==> src/rtl/whac_a_mole_multi_if.sv <==
// Game-side bus of whac_a_mole_multi: spawn/strike inputs in, mole/score status out.
// The controller takes the slave modport; the stimulus side takes master.
interface whac_a_mole_multi_if #(
    parameter int POS_W     = 4,
    parameter int NUM_MOLES = 2,
    parameter int DIGITS    = 2
);
    logic [POS_W-1:0]           random;
    logic [POS_W-1:0]           mallet_position;
    logic                       PRESS_VALID;
    logic                       timesup;
    logic [NUM_MOLES-1:0]       mole_valid;
    logic [NUM_MOLES*POS_W-1:0] mole_position;
    logic [4*DIGITS-1:0]        score_bcd;
    logic [7:0]                 miss_count;
    logic                       hit_pulse;

    modport master (
        output random, mallet_position, PRESS_VALID, timesup,
        input  mole_valid, mole_position, score_bcd, miss_count, hit_pulse
    );
    modport slave (
        input  random, mallet_position, PRESS_VALID, timesup,
        output mole_valid, mole_position, score_bcd, miss_count, hit_pulse
    );
endinterface

==> src/rtl/whac_a_mole_multi.sv <==
// Multi-slot whac-a-mole controller: NUM_MOLES IDLE->UP->DOWN slots, BCD score, miss counter.
// Optional macro WHAC_MISS_PENALTY_EN: each timed-out mole also takes one point off the score.
module whac_a_mole_multi #(
    parameter int NUM_HOLES = 16,
    parameter int POS_W     = 4,
    parameter int NUM_MOLES = 2,
    parameter int UP_TICKS  = 1000000,
    parameter int GAP_TICKS = 500000,
    parameter int CNT_W     = 20,
    parameter int DIGITS    = 2
) (
    input  logic               clk_1us,
    input  logic               reset,
    whac_a_mole_multi_if.slave bus
);
    typedef enum logic [1:0] {S_IDLE, S_UP, S_DOWN} slot_st_e;

    localparam int               TW       = $clog2(NUM_MOLES + 1);
    localparam logic [CNT_W-1:0] UP_LAST  = CNT_W'(UP_TICKS - 1);
    localparam logic [CNT_W-1:0] GAP_LAST = CNT_W'(GAP_TICKS - 1);
    localparam logic [POS_W:0]   HOLES    = (POS_W + 1)'(NUM_HOLES);

    slot_st_e                            st [NUM_MOLES];
    logic [NUM_MOLES-1:0][CNT_W-1:0]     cnt;
    logic [NUM_MOLES-1:0][POS_W-1:0]     pos;
    logic [NUM_MOLES-1:0]                vld;
    logic [NUM_MOLES-1:0]                spawn, hit, tmo;
    logic                                cand_ok, seen_idle;
    logic [TW-1:0]                       nto;
    logic [4*DIGITS-1:0]                 score_q, score_nxt;
    logic [7:0]                          miss_q, miss_nxt;
    logic [8:0]                          miss_sum;
    logic                                hit_q;

    // Increment saturates at all-nines: a carry out of the top digit keeps the old value.
    function automatic logic [4*DIGITS-1:0] bcd_inc(input logic [4*DIGITS-1:0] v);
        logic [4*DIGITS-1:0] r;
        logic                c;
        r = v;
        c = 1'b1;
        for (int d = 0; d < DIGITS; d++) begin
            if (c) begin
                if (r[4*d +: 4] == 4'd9) r[4*d +: 4] = 4'd0;
                else begin
                    r[4*d +: 4] = r[4*d +: 4] + 4'd1;
                    c = 1'b0;
                end
            end
        end
        return c ? v : r;
    endfunction

`ifdef WHAC_MISS_PENALTY_EN
    function automatic logic [4*DIGITS-1:0] bcd_dec(input logic [4*DIGITS-1:0] v);
        logic [4*DIGITS-1:0] r;
        logic                b;
        r = v;
        b = 1'b1;
        for (int d = 0; d < DIGITS; d++) begin
            if (b) begin
                if (r[4*d +: 4] == 4'd0) r[4*d +: 4] = 4'd9;
                else begin
                    r[4*d +: 4] = r[4*d +: 4] - 4'd1;
                    b = 1'b0;
                end
            end
        end
        return b ? v : r;
    endfunction
    logic [TW-1:0] dec_n;
`endif

    always_comb begin
        spawn     = '0;
        hit       = '0;
        tmo       = '0;
        nto       = '0;
        seen_idle = 1'b0;
        cand_ok   = !bus.timesup && ({1'b0, bus.random} < HOLES);
        for (int i = 0; i < NUM_MOLES; i++)
            if (st[i] == S_UP && pos[i] == bus.random) cand_ok = 1'b0;
        // Only the lowest-index idle slot may take the candidate.
        for (int i = 0; i < NUM_MOLES; i++) begin
            if (st[i] == S_IDLE && !seen_idle) begin
                spawn[i]  = cand_ok;
                seen_idle = 1'b1;
            end
        end
        for (int i = 0; i < NUM_MOLES; i++) begin
            hit[i] = st[i] == S_UP && bus.PRESS_VALID && !bus.timesup
                     && bus.mallet_position == pos[i];
            tmo[i] = st[i] == S_UP && !bus.timesup && !hit[i] && cnt[i] == UP_LAST;
            nto    = nto + TW'(tmo[i]);
        end
        miss_sum  = {1'b0, miss_q} + 9'(nto);
        miss_nxt  = miss_sum[8] ? 8'hFF : miss_sum[7:0];
        score_nxt = score_q;
`ifdef WHAC_MISS_PENALTY_EN
        // A hit cancels one timeout outright so saturation/floor cannot bias the net result.
        dec_n = nto;
        if (|hit) begin
            if (nto != '0) dec_n = nto - TW'(1);
            else           score_nxt = bcd_inc(score_q);
        end
        for (int i = 0; i < NUM_MOLES; i++)
            if (TW'(i) < dec_n) score_nxt = bcd_dec(score_nxt);
`else
        if (|hit) score_nxt = bcd_inc(score_q);
`endif
    end

    always_ff @(posedge clk_1us) begin
        if (reset) begin
            for (int i = 0; i < NUM_MOLES; i++) begin
                st[i]  <= S_IDLE;
                cnt[i] <= '0;
                pos[i] <= '0;
            end
            vld     <= '0;
            score_q <= '0;
            miss_q  <= '0;
            hit_q   <= 1'b0;
        end else begin
            for (int i = 0; i < NUM_MOLES; i++) begin
                case (st[i])
                    S_IDLE: if (spawn[i]) begin
                        st[i]  <= S_UP;
                        pos[i] <= bus.random;
                        cnt[i] <= '0;
                        vld[i] <= 1'b1;
                    end
                    S_UP: if (bus.timesup || hit[i] || tmo[i]) begin
                        st[i]  <= S_DOWN;
                        cnt[i] <= '0;
                        vld[i] <= 1'b0;
                    end else cnt[i] <= cnt[i] + CNT_W'(1);
                    S_DOWN: if (cnt[i] == GAP_LAST) st[i] <= S_IDLE;
                            else cnt[i] <= cnt[i] + CNT_W'(1);
                    default: st[i] <= S_IDLE;
                endcase
            end
            score_q <= score_nxt;
            miss_q  <= miss_nxt;
            hit_q   <= |hit;
        end
    end

    assign bus.mole_valid    = vld;
    assign bus.mole_position = pos;
    assign bus.score_bcd     = score_q;
    assign bus.miss_count    = miss_q;
    assign bus.hit_pulse     = hit_q;
endmodule

==> src/flat_wrapper.sv <==
// flat-port wrapper written by rule: the top's interface ports become plain ports
module whac_a_mole_multi_flat 
#(
    parameter int NUM_HOLES = 16,
    parameter int POS_W     = 4,
    parameter int NUM_MOLES = 2,
    parameter int UP_TICKS  = 1000000,
    parameter int GAP_TICKS = 500000,
    parameter int CNT_W     = 20,
    parameter int DIGITS    = 2
)
  (clk_1us, reset, bus_random, bus_mallet_position, bus_PRESS_VALID, bus_timesup, bus_mole_valid, bus_mole_position, bus_score_bcd, bus_miss_count, bus_hit_pulse);
  whac_a_mole_multi_if #(.POS_W(POS_W), .NUM_MOLES(NUM_MOLES), .DIGITS(DIGITS)) bus_i ();
  input  logic clk_1us;
  input  logic reset;
  input wire logic [$bits(bus_i.random)-1:0] bus_random;
  input wire logic [$bits(bus_i.mallet_position)-1:0] bus_mallet_position;
  input wire logic [$bits(bus_i.PRESS_VALID)-1:0] bus_PRESS_VALID;
  input wire logic [$bits(bus_i.timesup)-1:0] bus_timesup;
  output wire logic [$bits(bus_i.mole_valid)-1:0] bus_mole_valid;
  output wire logic [$bits(bus_i.mole_position)-1:0] bus_mole_position;
  output wire logic [$bits(bus_i.score_bcd)-1:0] bus_score_bcd;
  output wire logic [$bits(bus_i.miss_count)-1:0] bus_miss_count;
  output wire logic [$bits(bus_i.hit_pulse)-1:0] bus_hit_pulse;
  assign bus_i.random = bus_random;
  assign bus_i.mallet_position = bus_mallet_position;
  assign bus_i.PRESS_VALID = bus_PRESS_VALID;
  assign bus_i.timesup = bus_timesup;
  assign bus_mole_valid = bus_i.mole_valid;
  assign bus_mole_position = bus_i.mole_position;
  assign bus_score_bcd = bus_i.score_bcd;
  assign bus_miss_count = bus_i.miss_count;
  assign bus_hit_pulse = bus_i.hit_pulse;
  whac_a_mole_multi #(.NUM_HOLES(NUM_HOLES), .POS_W(POS_W), .NUM_MOLES(NUM_MOLES), .UP_TICKS(UP_TICKS), .GAP_TICKS(GAP_TICKS), .CNT_W(CNT_W), .DIGITS(DIGITS)) u_core (.clk_1us(clk_1us), .reset(reset), .bus(bus_i));
endmodule
==> config.mk <==
export PLATFORM = sky130hd
export DESIGN_NAME = whac_a_mole_multi_flat
export DESIGN_NICKNAME = d
export VERILOG_FILES = /design/src/rtl/whac_a_mole_multi_if.sv /design/src/rtl/whac_a_mole_multi.sv /design/src/flat_wrapper.sv
export SDC_FILE = /design/constraint.sdc
export NUM_CORES = 1
export LEC_CHECK = 0
export CAP_MARGIN = 20
export CORE_MARGIN = 4
export CORE_UTILIZATION = 43
export CTS_CLUSTER_DIAMETER = 200
export DETAILED_ROUTE_END_ITERATION = 10
export GPL_TIMING_DRIVEN = 1
export PLACE_DENSITY = 0.69
export SYNTH_ARGS = -nofsm -noshare
export SYNTH_HDL_FRONTEND = slang
export SYNTH_SLANG_ARGS = --single-unit
export TNS_END_PERCENT = 1
==> constraint.sdc <==
create_clock -name clk_1us -period 3.62 [get_ports clk_1us]
set_input_delay 0.724 -clock clk_1us [delete_from_list [all_inputs] [get_ports clk_1us]]
set_output_delay 0.724 -clock clk_1us [all_outputs]
set_load 0.01 [all_outputs]
==> flow_results.org <==
** Outcome
- The flow ran to the end, and the final reports show no timing, DRC or antenna violations.

** Floorplan
- Total number of placement rows :: 34
- In this run the horizontal extent of the chip is between 100 and 150 µm.
- Measured along the y axis, the die boundary spans 104.0 µm.
- Count of pins on the block boundary :: 39
- Die area :: 10810 µm²
- Initial standard-cell utilization of the core :: approximately 45%
- The floorplan step defined a core boundary enclosing 8848 µm².

** Synth
- The synthesized netlist devotes under 10% of its cell area to XOR and XNOR gates.
- Biggest area consumer among synthesized cells :: sky130_fd_sc_hd__dfxtp_1
- #FFs+latches synth :: 71
- Netlist cell types :: 56
- In the synthesized netlist, the number of instances is 477.
- The synthesized design devotes to its leading area cell type 34.38% of total area.
- The share of the Yosys chip area taken by registers is 36.65%.
- After Yosys synthesis, full adders, half adders and majority gates account for 3.981% of the synthesized area.
- By area, the combinational part of the netlist is dominated by simple AND/OR/NAND/NOR gates.
- Of the post-synthesis cell area, the part taken by muxes is around 3.4%.
- FFs w/ async S/R, synth :: 0%
- Mean area per synthesized cell :: 8.302 µm²
- Count of yosys warnings during synthesis :: 0
- Top post-synthesis cells by area :: sky130_fd_sc_hd__dfxtp_1 34%, sky130_fd_sc_hd__nor2_1 5.2%, sky130_fd_sc_hd__xor2_1 4.2%
- Number of flops mapped to enable cells by yosys :: 3
- The most used flip-flop cell after synthesis is sky130_fd_sc_hd__dfxtp_1.
- Summing the areas of all compound-gate instances in the mapped netlist gives between 10 and 15% of the synthesized area.
- Synthesized-area fraction occupied by and/or/nand/nor cells :: 30.08%
- Cell area after synthesis :: 3960 µm²
- When the netlist entered floorplanning its net count stood at 501.

** Cells and area
- Relative to the synthesized area, the layout overhead comes to 16.27%.
- Final cell count without fillers :: between 600 and 700
- Final antenna diode count :: 0
- Summing all multi-input logic gate instances after layout gives 2357 µm².
- In the final design database the tool counted 540 nets.
- Register area :: 1451 µm²
- Layout cells sized above 1 :: ~6.5%
- Final-layout fill cell count :: between 800 and 900
- Summing all non-filler instances in the final layout gives an area of 4604 µm².

** Setup path
- In this run the worst setup path begins at u_core.cnt[31].
- Critical path endpoint category :: flip-flop
- WP data arrival :: 3410 ps
- Max incr delay on CP :: 490 ps
- Data on the critical path is required at its endpoint by 3890 ps.
- The slowest stage of the critical path belongs to the cell sky130_fd_sc_hd__or4_1.
- Along the worst path, the maximum fanout reaches 6.
- FF-to-FF Start :: u_core.cnt[31]
- The critical path goes through or4_1 -> or3_1 -> or3_4 -> nand2b_1 -> fa_1 -> inv_1 -> ha_1 -> nand4_1 -> a21oi_1.
- The worst setup path is launched from a flip-flop.
- The critical path is of the reg2reg type.

** Placed design
- Placed inst area :: ~4400 µm²
- Routability cong. :: between 0.8 and 0.9
- After detailed placement, the design holds a cell count of 613.
- Count of buffers from port buffering :: 38
- HPWL after DPL :: 6774 µm

** Timing
- Setup repair after global routing left no endpoint under its margin.
- Worst Tran Pin Value :: about 860 ps
- Setup violations remaining at the end of the flow were counted as 0.
- Final clock period utilization by the worst path :: 86.59%
- Maximum operating frequency :: 319.0 MHz
- Headroom to the max-slew limit came out at 42.42%.
- Crit path time final :: 3134 ps
- Sum Neg Setup Slack :: 0 ps
- The final number of max-transition violations was 0.
- Worst setup skew after layout :: 8.926 ps
- The number of hold violations in the final report was 0.

** Route
- In the routed layout, each cell is associated on average with a via count of 5.698.
- The routed design has 9539 µm of wire.
- First-pass iteration count of the detailed router :: 5
- The count of nets left with antenna violations once routing finished came out at 0.
- After detailed routing, the average wire length per cell comes to 15.17 µm.
- Starting DRC count in detailed routing :: 177
- In the routed design, unresolved DRC markers number 0.
- Routed vias :: 3584

** Power
- Peak supply drop :: 219.0 µV
- Total design power :: 0.001834 W
- Leakage power total :: 1.656 nW
- Cell area power density :: about 400 nW/µm²

** CTS
- After clock tree synthesis, the clock-pin slew on the worst setup and hold paths is 70 ps.
- Max clock buf depth :: 2
- Once the clock tree was built, the setup fixing pass inserted 0 buffers.
- The H-tree was split into 3 levels.
- Post-CTS sizing :: 0
- Buffer cell driving the clock tree root :: sky130_fd_sc_hd__clkbuf_8
- Clock tree from TritonCTS :: yes
- In this run, post-CTS hold repair placed 0 buffers.
- Clock insertion delay at the later pin of the skew report :: 340 ps
- TritonCTS buffer count :: 9
- The clock net in this run drives a total of 71 sinks.

** Global route
- In the global route stage, overall resource usage came out at 17.53%.
- The total overflow left after global routing is 0.
- The first global-routing pass estimated between 15000 and 20000 µm of wire.
- Initial antenna violation count :: 0
- The number of global-route vias before repair is 3412.
- Maximum number of pins on one net before global-route repair :: 36

** Run
- The tool flagged a number of max-cap violations equal to 0.

** Hold path
- The tightest min-delay check is of the reg2reg type.
- Startpoint of the most critical hold path :: u_core.cnt[4]
==> cells in the final DEF, fill, tap and decap left out, types with 9 or more instances in the layout <==
cell,count
sky130_fd_sc_hd__nor3_1,18
sky130_fd_sc_hd__nor2b_1,15
sky130_fd_sc_hd__or3_1,10
sky130_fd_sc_hd__o21ai_0,12
sky130_fd_sc_hd__nand3_1,25
sky130_fd_sc_hd__inv_1,13
sky130_fd_sc_hd__o21ai_1,10
sky130_fd_sc_hd__nand2_1,33
sky130_fd_sc_hd__nor2_1,55
sky130_fd_sc_hd__nand4_1,9
sky130_fd_sc_hd__a21oi_1,33
sky130_fd_sc_hd__dfxtp_1,68
sky130_fd_sc_hd__clkdlybuf4s50_1,37
sky130_fd_sc_hd__clkbuf_8,10
sky130_fd_sc_hd__xnor2_1,13
sky130_fd_sc_hd__buf_4,10
sky130_fd_sc_hd__ha_1,11
sky130_fd_sc_hd__mux2i_1,11
sky130_fd_sc_hd__xor2_1,19
==> area by class of cell <==
| cell class | instances | area share [%] |
|---|---|---|
| clock inverter | 1 | 0.1087 |
| tap | 108 | 2.935 |
| inverter | 13 | 1.060 |
| clock buffer | 15 | 3.397 |
| multi-input combinational | 373 | 51.20 |
| timing repair buffer | 48 | 9.783 |
| sequential | 71 | 31.52 |
==> routing by layer <==
layer  share of wire (%)  wire length (µm)  global-route usage, %  vias to the layer above
met3                 4.8               461                  4.159                        9
li1                    -                 -                      -                     1796
met2                  47              4464                  28.51                       84
met1                  47              4501                  22.81                     1695
met4                 1.2               112                  5.983                        0
met5                   0                 0                      0                        -
==> metrics by stage <==
| stage | worst slack, ps | utilization (%) | hold slack, ps |
|---|---|---|---|
| after floorplan | 820.1 | - | 456.6 |
| after global placement | 290.2 | 50.21 | 484.7 |
| after detailed placement | 218.3 | 50.21 | 500.1 |
| after CTS | 496.0 | 52.04 | 509.0 |
| after global routing | 334.0 | 52.04 | 545.7 |
| final | 485.6 | 52.04 | 507.4 |
==> synth_stat cells (all sizes together) (4+ instances only) <==
| master | number |
|---|---|
| xor2 | 19 |
| a22o | 5 |
| nor2b | 15 |
| nor2 | 56 |
| buf | 8 |
| a21o | 7 |
| or3 | 11 |
| and4 | 4 |
| inv | 13 |
| and3 | 7 |
| dfxtp | 68 |
| nand4 | 9 |
| xnor2 | 13 |
| mux2i | 11 |
| nor3 | 18 |
| or2 | 4 |
| nand2 | 33 |
| o21ai | 22 |
| clkbuf | 12 |
| nor4bb | 5 |
| a21oi | 33 |
| nand3 | 25 |
| or4 | 4 |
| and2 | 5 |
| nand3b | 4 |
| nor4 | 7 |
| o22ai | 5 |
| ha | 11 |
| o2bb2ai | 4 |
==> logic make-up after synthesis <==
group / count (synthesis)
fa+ha+maj: 12
flops: 71
mux: 13
xor+xnor: 32
buf+inv: 33
simple gates: 222
compound gates: 94
==> state kept, by name (all words and copies together) (netlist names) <==
name,count
u_core.cnt,40
u_core.bus.miss_count,8
u_core.bus.mole_position,8
u_core.bus.score_bcd,8
u_core.st,4
u_core.bus.mole_valid,2
u_core.bus.hit_pulse,1
==> critical path: cells and delay by family, from the launching register on <==
kind,cells,cell delay (ps)
compound gates,1,230
fa+ha+maj,2,680
buf+inv,1,70
flops,1,350
simple gates,5,1760
==> worst paths after layout <==
path | endpoint | slack [ps] | cells after the start
worst min register to register | u_core.cnt[4] | 510 | 2
worst min-delay path | u_core.cnt[4] | 510 | 2
worst max register to register | u_core.bus.miss_count[1] | 490 | 9
worst max-delay path | u_core.bus.miss_count[1] | 490 | 9
==> where the power goes <==
part	total, W	internal [W]	switching [W]	leakage, nW
combinational	0.000437	0.000176	0.000262	0.993
sequential	0.000844	0.000817	0.0000267	0.581
clock	0.000553	0.000269	0.000285	0.0817
total	0.00183	0.00126	0.000573	1.66
Note: power is estimated with default switching activity, not from simulation.
